### src/rtl/adc_sample_scheduler.sv
// Round-robin scheduler for a two-requester serial ADC.
// Each access returns the previous conversion, so the first access after reset primes the ADC.
module adc_sample_scheduler #(
    parameter int SCLK_DIV    = 1,
    parameter int CS_SETUP    = 2,
    parameter int CONV_CYCLES = 40
) (
    input  logic       clk,
    input  logic       rst_n,
    input  logic [1:0] req,
    output logic       done,
    output logic       done_id,
    output logic [7:0] rdata,
    output logic       busy,
    output logic       adc_cs_n,
    output logic       adc_sclk,
    input  logic       adc_sdo
);

    typedef enum logic [1:0] {
        IDLE,
        SETUP,
        SHIFT,
        CONVERT
    } state_t;

    localparam logic [15:0] SET_END = 16'(CS_SETUP - 1);
    localparam logic [15:0] DIV_END = 16'(SCLK_DIV - 1);
    // The IDLE cycle before the next grant completes the conversion window.
    localparam logic [15:0] CONV_END =
        16'((CONV_CYCLES > 1) ? (CONV_CYCLES - 2) : 0);

    state_t      state_q, state_d;
    logic [15:0] cnt_q, cnt_d;
    logic [2:0]  bit_q, bit_d;
    logic        phase_q, phase_d;
    logic [7:0]  shreg_q, shreg_d;
    logic        grant_q, grant_d;
    logic        last_q, last_d;
    logic        primed_q, primed_d;
    logic        again_q, again_d;
    logic        done_d;
    logic        done_id_d;
    logic [7:0]  rdata_d;
    logic        cs_n_d;
    logic        sclk_d;

    always_comb begin
        state_d   = state_q;
        cnt_d     = cnt_q;
        bit_d     = bit_q;
        phase_d   = phase_q;
        shreg_d   = shreg_q;
        grant_d   = grant_q;
        last_d    = last_q;
        primed_d  = primed_q;
        again_d   = again_q;
        done_d    = 1'b0;
        done_id_d = done_id;
        rdata_d   = rdata;
        unique case (state_q)
            IDLE: begin
                if (again_q) begin
                    again_d = 1'b0;
                    cnt_d   = '0;
                    state_d = SETUP;
                end else if (|req) begin
                    grant_d = (&req) ? ~last_q : req[1];
                    last_d  = grant_d;
                    cnt_d   = '0;
                    state_d = SETUP;
                end
            end
            SETUP: begin
                cnt_d = cnt_q + 16'd1;
                if (cnt_q == SET_END) begin
                    cnt_d   = '0;
                    bit_d   = '0;
                    phase_d = 1'b1;
                    state_d = SHIFT;
                end
            end
            SHIFT: begin
                cnt_d = cnt_q + 16'd1;
                if (cnt_q == DIV_END) begin
                    cnt_d = '0;
                    if (phase_q) begin
                        shreg_d = {shreg_q[6:0], adc_sdo};
                        phase_d = 1'b0;
                    end else if (bit_q == 3'd7) begin
                        state_d = CONVERT;
                        if (primed_q) begin
                            done_d    = 1'b1;
                            rdata_d   = shreg_q;
                            done_id_d = grant_q;
                        end else begin
                            primed_d = 1'b1;
                            again_d  = 1'b1;
                        end
                    end else begin
                        bit_d   = bit_q + 3'd1;
                        phase_d = 1'b1;
                    end
                end
            end
            CONVERT: begin
                cnt_d = cnt_q + 16'd1;
                if (cnt_q >= CONV_END) begin
                    cnt_d   = '0;
                    state_d = IDLE;
                end
            end
            default: state_d = IDLE;
        endcase
        cs_n_d = !((state_d == SETUP) || (state_d == SHIFT));
        sclk_d = (state_d == SHIFT) && phase_d;
    end

    always_ff @(posedge clk or negedge rst_n) begin
        if (!rst_n) begin
            state_q  <= IDLE;
            cnt_q    <= '0;
            bit_q    <= '0;
            phase_q  <= 1'b0;
            shreg_q  <= '0;
            grant_q  <= 1'b0;
            last_q   <= 1'b1;
            primed_q <= 1'b0;
            again_q  <= 1'b0;
            done     <= 1'b0;
            done_id  <= 1'b0;
            rdata    <= '0;
            adc_cs_n <= 1'b1;
            adc_sclk <= 1'b0;
        end else begin
            state_q  <= state_d;
            cnt_q    <= cnt_d;
            bit_q    <= bit_d;
            phase_q  <= phase_d;
            shreg_q  <= shreg_d;
            grant_q  <= grant_d;
            last_q   <= last_d;
            primed_q <= primed_d;
            again_q  <= again_d;
            done     <= done_d;
            done_id  <= done_id_d;
            rdata    <= rdata_d;
            adc_cs_n <= cs_n_d;
            adc_sclk <= sclk_d;
        end
    end

    assign busy = (state_q != IDLE);

endmodule
### config.mk
export PLATFORM = sky130hd
export DESIGN_NAME = adc_sample_scheduler
export DESIGN_NICKNAME = d
export VERILOG_FILES = /design/src/rtl/adc_sample_scheduler.sv
export SDC_FILE = /design/constraint.sdc
export NUM_CORES = 1
export LEC_CHECK = 0
export ABC_AREA = 1
export CAP_MARGIN = 5
export CORE_ASPECT_RATIO = 1.75
export CORE_MARGIN = 2
export CORE_UTILIZATION = 60
export CTS_BUF_LIST = sky130_fd_sc_hd__clkbuf_4
export CTS_CLUSTER_SIZE = 8
export DETAILED_ROUTE_END_ITERATION = 16
export DONT_BUFFER_PORTS = 1
export PLACE_DENSITY_LB_ADDON = 0.08
export SYNTH_ARGS = -nofsm -noshare
export SYNTH_HDL_FRONTEND = slang
export SYNTH_SLANG_ARGS = --single-unit
### constraint.sdc
create_clock -name clk -period 3.16 [get_ports clk]
set_input_delay 0.632 -clock clk [delete_from_list [all_inputs] [get_ports clk]]
set_output_delay 0.632 -clock clk [all_outputs]
set_load 0.01 [all_outputs]
==> impl_metrics.xml <==
<?xml version="1.0" encoding="UTF-8"?>
<metrics>
  <group name="outcome">
    <metric name="outcome" unit="">finished, final reports clean</metric>
  </group>
  <group name="sta">
    <metric name="worst_clock_skew" unit="ns">0.0215</metric>
    <metric name="max_slew_margin" unit="">0.637</metric>
    <metric name="setup_viol" unit="">0</metric>
    <metric name="totalNegativeSetupSlack" unit="ns">0</metric>
    <metric name="minimum_clock_period" unit="ns">2.08</metric>
    <metric name="slew_violations" unit="">0</metric>
    <metric name="grt_setup_unrepaired" unit="">no</metric>
    <metric name="worst_slew_pin_tran" unit="ns">0.545</metric>
    <metric name="final_min_period_over_clock_period" unit="">0.658</metric>
    <metric name="maxClockFrequency" unit="MHz">481</metric>
    <metric name="final_hold_vios" unit="">0</metric>
  </group>
  <group name="clock_tree">
    <metric name="cts-root-buf" unit="">clkbuf_4</metric>
    <metric name="ctsResizeCount" unit="">0</metric>
    <metric name="clock-sinks" unit="">46</metric>
    <metric name="clock_latency" unit="ns">0.36</metric>
    <metric name="postCtsSetupBuffers" unit="">0</metric>
    <metric name="clk_transition_reported_paths" unit="ns">0.15</metric>
    <metric name="cts_htree_levels" unit="">2</metric>
    <metric name="cts_hold_buffers" unit="">1</metric>
    <metric name="clk_path_buf_depth" unit="">2</metric>
    <metric name="numCtsBuffers" unit="">5</metric>
    <metric name="cts_tree" unit="">built</metric>
  </group>
  <group name="global_route">
    <metric name="grt_max_degree" unit="">45</metric>
    <metric name="globalRouteOverflowTotal" unit="">0</metric>
    <metric name="grt_util_all_layers" unit="">0.244</metric>
    <metric name="grt_antenna_before_repair" unit="">0</metric>
    <metric name="number_of_global_route_vias_before_repair" unit="">2046</metric>
    <metric name="first_pass_grt_wire_length" unit="um">8920</metric>
  </group>
  <group name="critical_path">
    <metric name="worst_setup_path_end_kind" unit="">primary output</metric>
    <metric name="cp.required" unit="ns">2.53</metric>
    <metric name="cp.arrival" unit="ns">1.45</metric>
    <metric name="r2r_end" unit="">adc_sclk$_DFF_PN0_</metric>
    <metric name="r2r.worst_path.cells" unit="">11</metric>
    <metric name="rr_startpoint" unit="">state_q[1]$_DFF_PN0_</metric>
    <metric name="reg2reg_slack" unit="ns">1.10</metric>
    <metric name="timing.critical_path.from_type" unit="">flip-flop</metric>
    <metric name="worstSetupPathType" unit="">reg -&gt; out</metric>
    <metric name="cp_max_fo" unit="">20</metric>
  </group>
  <group name="logic_synthesis">
    <metric name="netlist_top_cells_area" unit="">dfrtp_1 (42%), nand2_1 (13%), inv_1 (5.4%)</metric>
    <metric name="synth_top_cell_by_area" unit="">dfrtp_1</metric>
    <metric name="post_synth.cell_area_avg" unit="um2">8.26</metric>
    <metric name="mappedNetlistArea" unit="um2">2590</metric>
    <metric name="netlist-cell-type-count" unit="">31</metric>
    <metric name="synth_seq_cells" unit="">46</metric>
    <metric name="synth_nets" unit="">330</metric>
    <metric name="synth.yosys.seq_area_share" unit="">0.445</metric>
    <metric name="yosysWarningCount" unit="">0</metric>
    <metric name="synth_cells" unit="">314</metric>
    <metric name="synth.top_cell.area_share" unit="">0.424</metric>
  </group>
  <group name="detailed_routing">
    <metric name="viasPerCell" unit="">5.43</metric>
    <metric name="totalWireLength" unit="um">5140</metric>
    <metric name="firstDrtPassIters" unit="">4</metric>
    <metric name="remaining_drc_errors" unit="">0</metric>
    <metric name="route.vias.total" unit="">1994</metric>
    <metric name="initialDrtViolationCount" unit="">37</metric>
    <metric name="drt.antenna.violating_nets" unit="">0</metric>
    <metric name="detail_route.wl_per_cell" unit="um">14.0</metric>
  </group>
  <group name="floorplanning">
    <metric name="die_w" unit="um">53.7</metric>
    <metric name="die_outline_area" unit="um2">4890</metric>
    <metric name="die_height" unit="um">91</metric>
    <metric name="core-area" unit="um2">4150</metric>
    <metric name="start_util" unit="">0.625</metric>
    <metric name="std_cell_rows" unit="">31</metric>
    <metric name="num_io_pins" unit="">18</metric>
  </group>
  <group name="layout">
    <metric name="finalCoreUtilization" unit="">0.658</metric>
    <metric name="area_taken_by_flip_flops_and_latches" unit="um2">1150</metric>
    <metric name="layout_commonest_cell" unit="">nand2_1</metric>
    <metric name="multi_input_area" unit="um2">1250</metric>
    <metric name="ant_diodes" unit="">0</metric>
    <metric name="layout_cells_sized_above_1" unit="">0.126</metric>
    <metric name="filler_cells" unit="">360</metric>
    <metric name="syn2layout_area_growth" unit="%">5.16</metric>
    <metric name="mostFrequentLayoutCells" unit="">nand2_1 (88), dfrtp_1 (44), inv_1 (37), nor2_1 (26), nand3_1 (24)</metric>
    <metric name="design.final.nets" unit="">333</metric>
    <metric name="final_cells" unit="">367</metric>
  </group>
  <group name="pwr">
    <metric name="ir_drop" unit="V">0.000385</metric>
    <metric name="power-per-cell-area" unit="nW/um2">645</metric>
    <metric name="static-leakage-power" unit="nW">1.36</metric>
  </group>
  <group name="placement">
    <metric name="placer_congestion" unit="">0.833</metric>
    <metric name="dp.cells" unit="">358</metric>
    <metric name="detailed_place_hpwl" unit="um">3750</metric>
    <metric name="buffer_ports.inserted" unit="">0</metric>
  </group>
  <group name="run">
    <metric name="drv.max_cap_violation_count" unit="">0</metric>
  </group>
  <group name="min_path">
    <metric name="worstHoldPathType" unit="">in -&gt; async</metric>
  </group>
</metrics>
## worst max path at each step
stage	from	end	slack, ns	cells past startpoint
after global routing	state_q[1]$_DFF_PN0_	adc_sclk$_DFF_PN0_	0.89	11
after detailed placement	state_q[1]$_DFF_PN0_	adc_sclk$_DFF_PN0_	1.15	11
final	state_q[1]$_DFF_PN0_	busy	1.08	4
after global placement	state_q[1]$_DFF_PN0_	adc_sclk$_DFF_PN0_	1.21	11
after floorplan	state_q[0]$_DFF_PN0_	adc_sclk$_DFF_PN0_	1.48	11
after CTS	state_q[1]$_DFF_PN0_	busy	1.09	4
## per-stage QoR
stage          hold slack (ns)  area [um2]  total power, mW  setup slack [ns]
3_5_place_dp             0.337        2620             1.40              1.15
6_report                0.0873        2730             1.76              1.08
4_1_cts                 0.0833        2730             1.78              1.09
5_1_grt                 0.0610        2730             1.90             0.892
2_1_floorplan            0.336        2590             1.28              1.48
3_3_place_gp             0.337        2620             1.39              1.21
## cell families after synthesis
logic type / Yosys count / synth area share
compound gates: 37 / 0.0882
xor+xnor: 8 / 0.0270
fa+ha+maj: 11 / 0.0530
buf+inv: 45 / 0.0718
flops: 46 / 0.445
simple gates: 167 / 0.315
## area by class of cell
| cell class | count | area share |
|---|---|---|
| inverter | 39 | 0.0536 |
| clock buffer | 5 | 0.0138 |
| sequential | 46 | 0.423 |
| clock inverter | 3 | 0.0147 |
| timing repair buffer | 2 | 0.0128 |
| multi-input combinational | 223 | 0.460 |
| tap | 49 | 0.0225 |
## routing by layer
layer  share of wire  vias up  track usage
li1                -     1003            -
met1            0.38      953        0.268
met2            0.58       29        0.442
met3           0.025        9       0.0378
met4           0.018        0       0.0876
met5               0        -            0
## power breakdown
group | total (mW) | internal, mW | switching, mW
combinational | 0.670 | 0.213 | 0.457
clock | 0.356 | 0.164 | 0.192
sequential | 0.735 | 0.674 | 0.0614
## sequential cells by signal (all words and copies together), names as in the netlist
name and flops:
adc_cs_n 1, cnt_q 16, adc_sclk 1, primed_q 1, again_q 1, shreg_q 8, rdata 8, grant_q 1
bit_q 3, done_id 1, last_q 1, done 1, state_q 2, phase_q 1
## critical path, cell delays in order (launching register included)
cell     delay [ns]
dfrtp_1        0.46
inv_1          0.09
ha_1           0.20
inv_1          0.07
buf_4          0.26
## Yosys cell counts (all sizes together)
cell type and number:
xor2 7, ha 11, dfrtp 44, nor2 32
nand2 97, nand3 27, buf 4, a21o 1
inv 37, a21oi 3, xnor2 1, nor3 5
nand4 5, o21ai 30, dfstp 2, o2111ai 3
nand3b 1, clkbuf 2, clkinv 2
Power figures use the tool's default switching activity.
